===== src/rtl/rs_scheduler_if.sv =====
// Issue/dispatch handshake bundle between the issue stage, the reservation
// station and the scheduler. Signal names match the scheduler's port list.
interface rs_scheduler_if #(
  parameter int RS_SIZE = 16,
  parameter int IDX_W   = 4
);
  logic               rdy_in;
  logic               issue_req_in;
  logic               issue_grant_out;
  logic [IDX_W-1:0]   rs_pos_out;
  logic               rs_full_out;
  logic [RS_SIZE-1:0] ready_vec_in;
  logic               ex_stall_in;
  logic               dispatch_en_out;
  logic [IDX_W-1:0]   dispatch_pos_out;
  logic [RS_SIZE-1:0] busy_vec_out;
  logic [IDX_W:0]     count_out;
  logic               clear_branch_in;

  modport master (
    output rdy_in, issue_req_in, ready_vec_in, ex_stall_in, clear_branch_in,
    input  issue_grant_out, rs_pos_out, rs_full_out, dispatch_en_out,
           dispatch_pos_out, busy_vec_out, count_out
  );

  modport slave (
    input  rdy_in, issue_req_in, ready_vec_in, ex_stall_in, clear_branch_in,
    output issue_grant_out, rs_pos_out, rs_full_out, dispatch_en_out,
           dispatch_pos_out, busy_vec_out, count_out
  );
endinterface


===== src/rtl/rs_scheduler.sv =====
// Reservation-station allocator and single-issue dispatch selector.
// Define RS_AGE_ORDER_EN for oldest-first dispatch; default is lowest index first.
module rs_scheduler #(
  parameter int RS_SIZE = 16,
  parameter int IDX_W   = 4
) (
  input  logic          clk_in,
  input  logic          rst_n_in,
  rs_scheduler_if.slave bus
);

  localparam logic [IDX_W:0] CNT_FULL = (IDX_W+1)'(RS_SIZE);
  localparam logic [IDX_W:0] CNT_ONE  = (IDX_W+1)'(1);

  logic [RS_SIZE-1:0] r_busy;
  logic [IDX_W:0]     r_count;
  logic               r_disp_en;
  logic [IDX_W-1:0]   r_disp_pos;

  logic               w_full;
  logic               w_grant;
  logic               w_dispatch;
  logic [IDX_W-1:0]   w_free_pos;
  logic [IDX_W-1:0]   w_sel_pos;
  logic [RS_SIZE-1:0] w_elig;
  logic [RS_SIZE-1:0] w_cand;
  logic [RS_SIZE-1:0] w_grant_oh;
  logic [RS_SIZE-1:0] w_disp_oh;
  logic [RS_SIZE-1:0] w_busy_nxt;

  assign w_full  = (r_count == CNT_FULL);
  assign w_grant = bus.issue_req_in & ~w_full & bus.rdy_in & ~bus.clear_branch_in;
  assign w_elig  = r_busy & bus.ready_vec_in;

  // NOTE: every always_comb output gets a default before any conditional
  // assignment, so no path leaves it unassigned and no latch is inferred.
  always_comb begin
    w_free_pos = '0;
    for (int i = RS_SIZE-1; i >= 0; i--) begin
      if (!r_busy[i]) w_free_pos = IDX_W'(i);
    end
  end

`ifdef RS_AGE_ORDER_EN
  // r_age[i][j] set: entry i was allocated before entry j.
  logic [RS_SIZE-1:0][RS_SIZE-1:0] r_age;

  always_comb begin
    w_cand = w_elig;
    for (int i = 0; i < RS_SIZE; i++) begin
      for (int j = 0; j < RS_SIZE; j++) begin
        if (w_elig[j] && r_age[j][i]) w_cand[i] = 1'b0;
      end
    end
  end

  // NOTE: the age matrix is reset like any other state; stale bits would
  // otherwise reorder the first dispatches after reset.
  always_ff @(posedge clk_in or negedge rst_n_in) begin
    if (!rst_n_in) begin
      r_age <= '0;
    end else if (bus.rdy_in) begin
      if (bus.clear_branch_in) begin
        r_age <= '0;
      end else if (w_grant) begin
        for (int j = 0; j < RS_SIZE; j++) begin
          r_age[w_free_pos][j] <= 1'b0;
          r_age[j][w_free_pos] <= r_busy[j];
        end
      end
    end
  end
`else
  assign w_cand = w_elig;
`endif

  always_comb begin
    w_sel_pos = '0;
    for (int i = RS_SIZE-1; i >= 0; i--) begin
      if (w_cand[i]) w_sel_pos = IDX_W'(i);
    end
  end

  assign w_dispatch = bus.rdy_in & ~bus.clear_branch_in & (|w_elig) & ~bus.ex_stall_in;
  assign w_grant_oh = RS_SIZE'(w_grant) << w_free_pos;
  assign w_disp_oh  = RS_SIZE'(w_dispatch) << w_sel_pos;
  // Granted and dispatched entries are disjoint: one is free, the other busy.
  assign w_busy_nxt = (r_busy | w_grant_oh) & ~w_disp_oh;

  // NOTE: sequential state uses non-blocking assignments so every register
  // samples pre-edge values regardless of statement order.
  always_ff @(posedge clk_in or negedge rst_n_in) begin
    if (!rst_n_in) begin
      r_busy     <= '0;
      r_count    <= '0;
      r_disp_en  <= 1'b0;
      r_disp_pos <= '0;
    end else if (bus.rdy_in) begin
      if (bus.clear_branch_in) begin
        r_busy    <= '0;
        r_count   <= '0;
        r_disp_en <= 1'b0;
      end else begin
        r_busy    <= w_busy_nxt;
        r_disp_en <= w_dispatch;
        if (w_dispatch) r_disp_pos <= w_sel_pos;
        if (w_grant && !w_dispatch) begin
          r_count <= r_count + CNT_ONE;
        end else if (!w_grant && w_dispatch) begin
          r_count <= r_count - CNT_ONE;
        end
      end
    end
  end

  assign bus.issue_grant_out  = w_grant;
  assign bus.rs_pos_out       = w_free_pos;
  assign bus.rs_full_out      = w_full;
  assign bus.dispatch_en_out  = r_disp_en;
  assign bus.dispatch_pos_out = r_disp_pos;
  assign bus.busy_vec_out     = r_busy;
  assign bus.count_out        = r_count;

endmodule


===== src/flat_wrapper.sv =====
// flat-port wrapper written by rule: the top's interface ports become plain ports
module rs_scheduler_flat 
#(
  parameter int RS_SIZE = 16,
  parameter int IDX_W   = 4
)
  (clk_in, rst_n_in, bus_rdy_in, bus_issue_req_in, bus_ready_vec_in, bus_ex_stall_in, bus_clear_branch_in, bus_issue_grant_out, bus_rs_pos_out, bus_rs_full_out, bus_dispatch_en_out, bus_dispatch_pos_out, bus_busy_vec_out, bus_count_out);
  rs_scheduler_if #(.RS_SIZE(RS_SIZE), .IDX_W(IDX_W)) bus_i ();
  input  logic clk_in;
  input  logic rst_n_in;
  input wire logic [$bits(bus_i.rdy_in)-1:0] bus_rdy_in;
  input wire logic [$bits(bus_i.issue_req_in)-1:0] bus_issue_req_in;
  input wire logic [$bits(bus_i.ready_vec_in)-1:0] bus_ready_vec_in;
  input wire logic [$bits(bus_i.ex_stall_in)-1:0] bus_ex_stall_in;
  input wire logic [$bits(bus_i.clear_branch_in)-1:0] bus_clear_branch_in;
  output wire logic [$bits(bus_i.issue_grant_out)-1:0] bus_issue_grant_out;
  output wire logic [$bits(bus_i.rs_pos_out)-1:0] bus_rs_pos_out;
  output wire logic [$bits(bus_i.rs_full_out)-1:0] bus_rs_full_out;
  output wire logic [$bits(bus_i.dispatch_en_out)-1:0] bus_dispatch_en_out;
  output wire logic [$bits(bus_i.dispatch_pos_out)-1:0] bus_dispatch_pos_out;
  output wire logic [$bits(bus_i.busy_vec_out)-1:0] bus_busy_vec_out;
  output wire logic [$bits(bus_i.count_out)-1:0] bus_count_out;
  assign bus_i.rdy_in = bus_rdy_in;
  assign bus_i.issue_req_in = bus_issue_req_in;
  assign bus_i.ready_vec_in = bus_ready_vec_in;
  assign bus_i.ex_stall_in = bus_ex_stall_in;
  assign bus_i.clear_branch_in = bus_clear_branch_in;
  assign bus_issue_grant_out = bus_i.issue_grant_out;
  assign bus_rs_pos_out = bus_i.rs_pos_out;
  assign bus_rs_full_out = bus_i.rs_full_out;
  assign bus_dispatch_en_out = bus_i.dispatch_en_out;
  assign bus_dispatch_pos_out = bus_i.dispatch_pos_out;
  assign bus_busy_vec_out = bus_i.busy_vec_out;
  assign bus_count_out = bus_i.count_out;
  rs_scheduler #(.RS_SIZE(RS_SIZE), .IDX_W(IDX_W)) u_core (.clk_in(clk_in), .rst_n_in(rst_n_in), .bus(bus_i));
endmodule

===== config.mk =====
export PLATFORM = sky130hd
export DESIGN_NAME = rs_scheduler_flat
export DESIGN_NICKNAME = d
export VERILOG_FILES = /design/src/rtl/rs_scheduler_if.sv /design/src/rtl/rs_scheduler.sv /design/src/flat_wrapper.sv
export SDC_FILE = /design/constraint.sdc
export NUM_CORES = 1
export LEC_CHECK = 0
export ABC_CLOCK_PERIOD_IN_PS = 6600
export CORE_ASPECT_RATIO = 1.5
export CORE_MARGIN = 8
export CORE_UTILIZATION = 40
export DETAILED_ROUTE_END_ITERATION = 8
export PLACE_DENSITY_LB_ADDON = 0.05
export SLEW_MARGIN = 20
export SYNTH_ARGS = -nofsm -noshare
export SYNTH_HDL_FRONTEND = slang
export SYNTH_SLANG_ARGS = --single-unit
export TNS_END_PERCENT = 5

===== constraint.sdc =====
create_clock -name clk_in -period 6.6 [get_ports clk_in]
set_input_delay 1.32 -clock clk_in [delete_from_list [all_inputs] [get_ports clk_in]]
set_output_delay 1.32 -clock clk_in [all_outputs]
set_load 0.05 [all_outputs]

== After elaboration in Yosys (flattened, before gate mapping) ==
Index checks and enable logic that the tools add are counted.

* Output and inout bits: 32
* Logic and storage cells: 67
* Register bits after elaboration: 26
* Input port bits: 22

* Reduce and logical (&&, ||, !) cells: 8
* Bitwise operators: 13
* Shift operators: 2
* Add/subtract/negate cells: 2
* Eq/ne operators: 1
* Multiplexer cells: 37

{| class="wikitable"
|+ Operator list
! kind !! count
|-
| $mux 4 || 32
|-
| $and 16x16->16 || 2
|-
| $shl 1x4->16 || 2
|-
| $mux 16 || 1
|-
| $not 16->16 || 1
|-
| $or 16x16->16 || 1
|-
| $reduce_or 16->1 || 1
|-
| $mux 5 || 3
|-
| $and 1x1->1 || 6
|-
| $add 5x1->5 const B || 1
|-
| $eq 5x5->1 const B || 1
|-
| $sub 5x1->5 const B || 1
|-
| $not 1->1 || 3
|-
| $reduce_and 3->1 || 1
|-
| $reduce_bool 3->1 || 1
|-
| $logic_and 1x1->1 || 2
|-
| $logic_not 1->1 || 2
|-
| $reduce_and 2->1 || 1
|-
| $mux 1 || 1
|}

== Longest topological paths before layout ==
* Depth in word-level cells: 21
* Mapped depth: 13

== Least setup slack after synthesis ==
Ideal clock, no wire load.

* Kind: register -> output
* Start point: reg u_core.r_busy[2] (netlist: u_core.bus.busy_vec_out[2])
* End point: out bus_rs_pos_out[3]
* Path slack: 2626 ps
* Data arrival time: 2654 ps
* Buffers on the path: 1
* Stages on the path, launching flop included: 4
* Path through: dfrtp_1 -> clkbuf_1 -> nand4_1 -> nor4_1

* Cells in the longest elaborated chain, start to end: 3

{| class="wikitable"
|+ RTL lines
! element !! line !! text
|-
| start, declared || rs_scheduler.sv:15 || <nowiki>logic [RS_SIZE-1:0] r_busy;</nowiki>
|-
| start signal, assigned || rs_scheduler.sv:104 || <nowiki>r_busy <= w_busy_nxt;</nowiki>
|-
| $mux 4 (3 in a row) || rs_scheduler.sv:40 || <nowiki>if (!r_busy[i]) w_free_pos = IDX_W'(i);</nowiki>
|-
| end, declared || flat_wrapper.sv:17 || <nowiki>output wire logic [$bits(bus_i.rs_pos_out)-1:0] bus_rs_pos_out;</nowiki>
|}

Every way passes these cells.

== Worst setup path after layout ==
* Start point: in bus_rdy_in
* End point: out bus_issue_grant_out

* Cells in the longest elaborated chain, start to end: 2

{| class="wikitable"
|+ RTL lines
! element !! line !! text
|-
| start, declared || flat_wrapper.sv:11 || <nowiki>input wire logic [$bits(bus_i.rdy_in)-1:0] bus_rdy_in;</nowiki>
|-
| $and 1x1->1 (2 in a row) || rs_scheduler.sv:32 || <nowiki>assign w_grant = bus.issue_req_in & ~w_full & bus.rdy_in & ~bus.clear_branch_in;</nowiki>
|-
| end, declared || flat_wrapper.sv:16 || <nowiki>output wire logic [$bits(bus_i.issue_grant_out)-1:0] bus_issue_grant_out;</nowiki>
|}

Every way passes these cells.

==> impl_metrics.py <==
metrics = {
    "clocking": {
        "cts_sinks": 26,
        "hold_buffers": 0,
        "cts-root-buf": "clkbuf_8",
        "cts_tree": "built",
        "clk_pin_slew_ns": 0.09,
        "cts_buffer_depth": 2,
        "cts.htree.levels": 1,
        "ctsResizeCount": 0,
        "cts_buffers": 3,
        "cts_setup_buffers": 0,
        "insertion_delay_ns": 0.28,
    },
    "worst_setup_path": {
        "crit_top_cell": "clkdlybuf4s50_1",
        "endpoint_kind": "output port",
        "cp_slowest_cell": "clkdlybuf4s50_1",
        "max_stage_delay_ns": 0.85,
        "crit_family": "buffers and inverters",
        "arrival_ns": 3.48,
        "worst-path-max-fanout": 15,
        "crit_path_start_kind": "input port",
        "critPathBufInv": 2,
        "crit_type": "input port to output port",
        "crit_chain": "clkdlybuf4s50_1 -> nand2b_1 -> nor2_1 -> clkdlybuf4s50_1",
        "required_ns": 5.28,
    },
    "final_layout": {
        "syn_to_final_growth_pct": 33.85,
        "fin_area_sq_um": 2572,
        "final_nets": 302,
        "final_layout_size_suffix_gt1_share_pct": 4.364,
        "n_antenna_cell": 0,
    },
    "synthesis": {
        "ys_top_cells_by_count": "nand2_1, dfrtp_1, a21oi_1, nor2_1",
        "synth_edf_count": 0,
        "syn_inst": 225,
        "ys_ff_latch": 26,
        "netlist_area_sq_um": 1922,
        "synth_top_area_share_pct": 33.85,
        "syn_avg_cell_area_sq_um": 8.542,
        "synth.most_common_cell": "nand2_1",
        "synthTopCellsByArea": "dfrtp_1, nand2_1, a22oi_4, a21oi_1, a211oi_1",
        "seq_area_frac_synth_pct": 33.85,
        "synth_ff_type": "dfrtp_1",
        "async_reset_ff_share_pct": 100.0,
        "synth_top_area_cell": "dfrtp_1",
        "syn_nets": 251,
        "yosys_warnings": 0,
        "synth_cell_type_count": 50,
    },
    "global_routing": {
        "grt_pass1_wl_mm": 10.04,
        "grt_use_total_pct": 17.29,
        "grt_start_max_net_pins": 27,
        "overflow": 0,
        "antenna_found_initial": 0,
        "grt_pass1_vias": 2045,
    },
    "placement": {
        "place_area_sq_um": 2501,
        "gp_congestion": 0.8318,
        "portBuffers": 53,
        "dpl_worst_slack_ns": 1.843,
        "dp_hpwl_mm": 4.927,
    },
    "pwr": {
        "p_comb_share_pct": 43.5,
        "pwr-share-seq_pct": 33.7,
        "max-vdd-ir-drop_mv": 0.2123,
        "p_per_area_nw_per_um2": 230.1,
        "power.switching_uw": 238.5,
        "leakagePower_uw": 0.001083,
        "internal_power_uw": 353.5,
        "p_sw_share_pct": 40.28,
        "clkPwrFrac_pct": 22.8,
    },
    "timing": {
        "period_needed_ns": 4.799,
        "tns_ns": 0,
        "slew_viol_final": 0,
        "worst_slew_pin_slew_ns": 0.7080,
        "final_hold_viol_count": 0,
        "setup_slack_ns": 1.801,
        "clock_skew_ns": 0.006840,
        "finalSetupViolCount": 0,
        "max_freq_ghz": 0.2084,
        "period_share_pct": 72.71,
        "relSlewSlack_pct": 52.36,
        "rsz0062_at_grt": "no",
    },
    "floorplan": {
        "rows": 31,
        "start_util_pct": 40.61,
        "die-area_sq_um": 7324,
        "die_y_um": 100.9,
        "io_pins": 54,
        "core_sq_um": 4732,
        "fp.dieW_um": 72.60,
    },
    "detailed_routing": {
        "dr.pass1.iters": 4,
        "drt_iter0_drc": 137,
        "m1WireLength_mm": 2.625,
        "drc_errors": 0,
        "top_layer_used": "met4",
        "wl_mm": 6.168,
        "viasPerCell": 5.754,
        "vias": 1962,
        "met2WireLength_mm": 3.172,
        "antenna_left": 0,
        "wl_per_cell_um": 18.09,
        "wl_met3_um": 305,
    },
    "worst_hold_path": {
        "hold_class": "flip-flop to flip-flop",
    },
    "outcome": {
        "status": "completed",
    },
    "job": {
        "drv_cap": 0,
    },
}
==> metal layers <==
metal	track usage [%]	vias to the layer above
met5	0	-
met2	31.67	59
li1	-	958
met1	18.78	939
met4	6.037	0
met3	3.486	6
==> layout by cell type, fill, tap and decap left out, drive strengths merged, types with 3 or more instances in the layout <==
cell type / synthesis / routed
a22o: 4 / 4
nor2: 16 / 16
nor4: 3 / 3
nand2b: 5 / 5
clkbuf: 5 / 3
ha: 3 / 3
clkdlybuf4s50: 0 / 53
nand3: 4 / 4
a21oi: 16 / 16
o211ai: 3 / 3
nand4: 10 / 10
a211oi: 9 / 9
a22oi: 9 / 9
o21ai: 11 / 11
and2: 3 / 3
and3: 3 / 3
nand2: 36 / 36
a31oi: 10 / 10
a32o: 3 / 3
inv: 10 / 10
nor2b: 3 / 3
dfrtp: 26 / 26
==> cell families (layout without fill, tap and decap cells) <==
family | after synthesis | count (layout) | share of synthesized area, %
muxes | 1 | 1 | 0.5209
buffers and inverters | 19 | 69 | 4.297
xor gates and xnor gates | 2 | 2 | 0.9116
DFF | 26 | 26 | 33.85
adders and majority gates | 4 | 4 | 2.995
and+or+nand+nor | 94 | 94 | 25.00
AOI/OAI and AO/OA | 79 | 79 | 32.42
==> final timing paths <==
kind	from	endpoint	slack, ns	depth (start not counted)
setup / recovery	bus_rdy_in	bus_issue_grant_out	1.80	4
hold / removal	u_core.bus.dispatch_pos_out[1]	u_core.bus.dispatch_pos_out[1]	0.51	2
setup reg to reg	u_core.bus.count_out[0]	u_core.bus.count_out[4]	3.27	12
hold reg to reg	u_core.bus.dispatch_pos_out[1]	u_core.bus.dispatch_pos_out[1]	0.51	2
max in group asynchronous	rst_n_in	u_core.bus.busy_vec_out[7]	4.93	2
min in group asynchronous	rst_n_in	u_core.bus.dispatch_pos_out[3]	1.41	2
==> metrics by stage <==
stage	std cells	total power (uW)	hold slack (ns)	utilization, %
2_1_floorplan	225	370.0	0.7420	-
3_3_place_gp	337	458.8	0.4869	52.86
3_5_place_dp	337	459.1	0.4879	52.86
4_1_cts	341	593.4	0.5093	54.36
5_1_grt	341	620.0	0.5512	54.36
6_report	341	592.0	0.5076	54.36
==> layout make-up <==
type / instances / area (sq um)
Clock inverter: 1 / 30.03
Inverter: 11 / 41.29
Tap cell: 66 / 82.58
Clock buffer: 3 / 41.29
Sequential cell: 26 / 650.6
Multi-Input combinational cell: 180 / 1189
Timing Repair Buffer: 54 / 538.0
Fill cell: 457 / 2160
==> registers in the layout, indices dropped and copies added (netlist names) <==
register and cells:
u_core.bus.busy_vec_out 16, u_core.bus.count_out 5, u_core.bus.dispatch_pos_out 4, u_core.bus.dispatch_en_out 1
==> power by group through the flow <==
stage | Combinational, uW | Clock [uW] | Sequential [uW]
floorplan | 122 | 0 | 248
global placement | 256 | 0 | 203
detailed placement | 258 | 0 | 202
CTS | 259 | 135 | 200
global route | 277 | 141 | 202
finish | 258 | 135 | 199
==> worst register-to-register path: stages (launching register included) <==
cell	delay (ns)
dfrtp_1	0.46
or4b_1	0.59
o21ai_0	0.43
nor2_1	0.16
nand2_1	0.17
inv_1	0.07
fa_1	0.37
nand2b_1	0.18
a21oi_1	0.18
nand2_1	0.08
mux2i_1	0.18
nor3b_1	0.08
a221o_1	0.27
No activity file was read; power rests on OpenSTA's default activity.
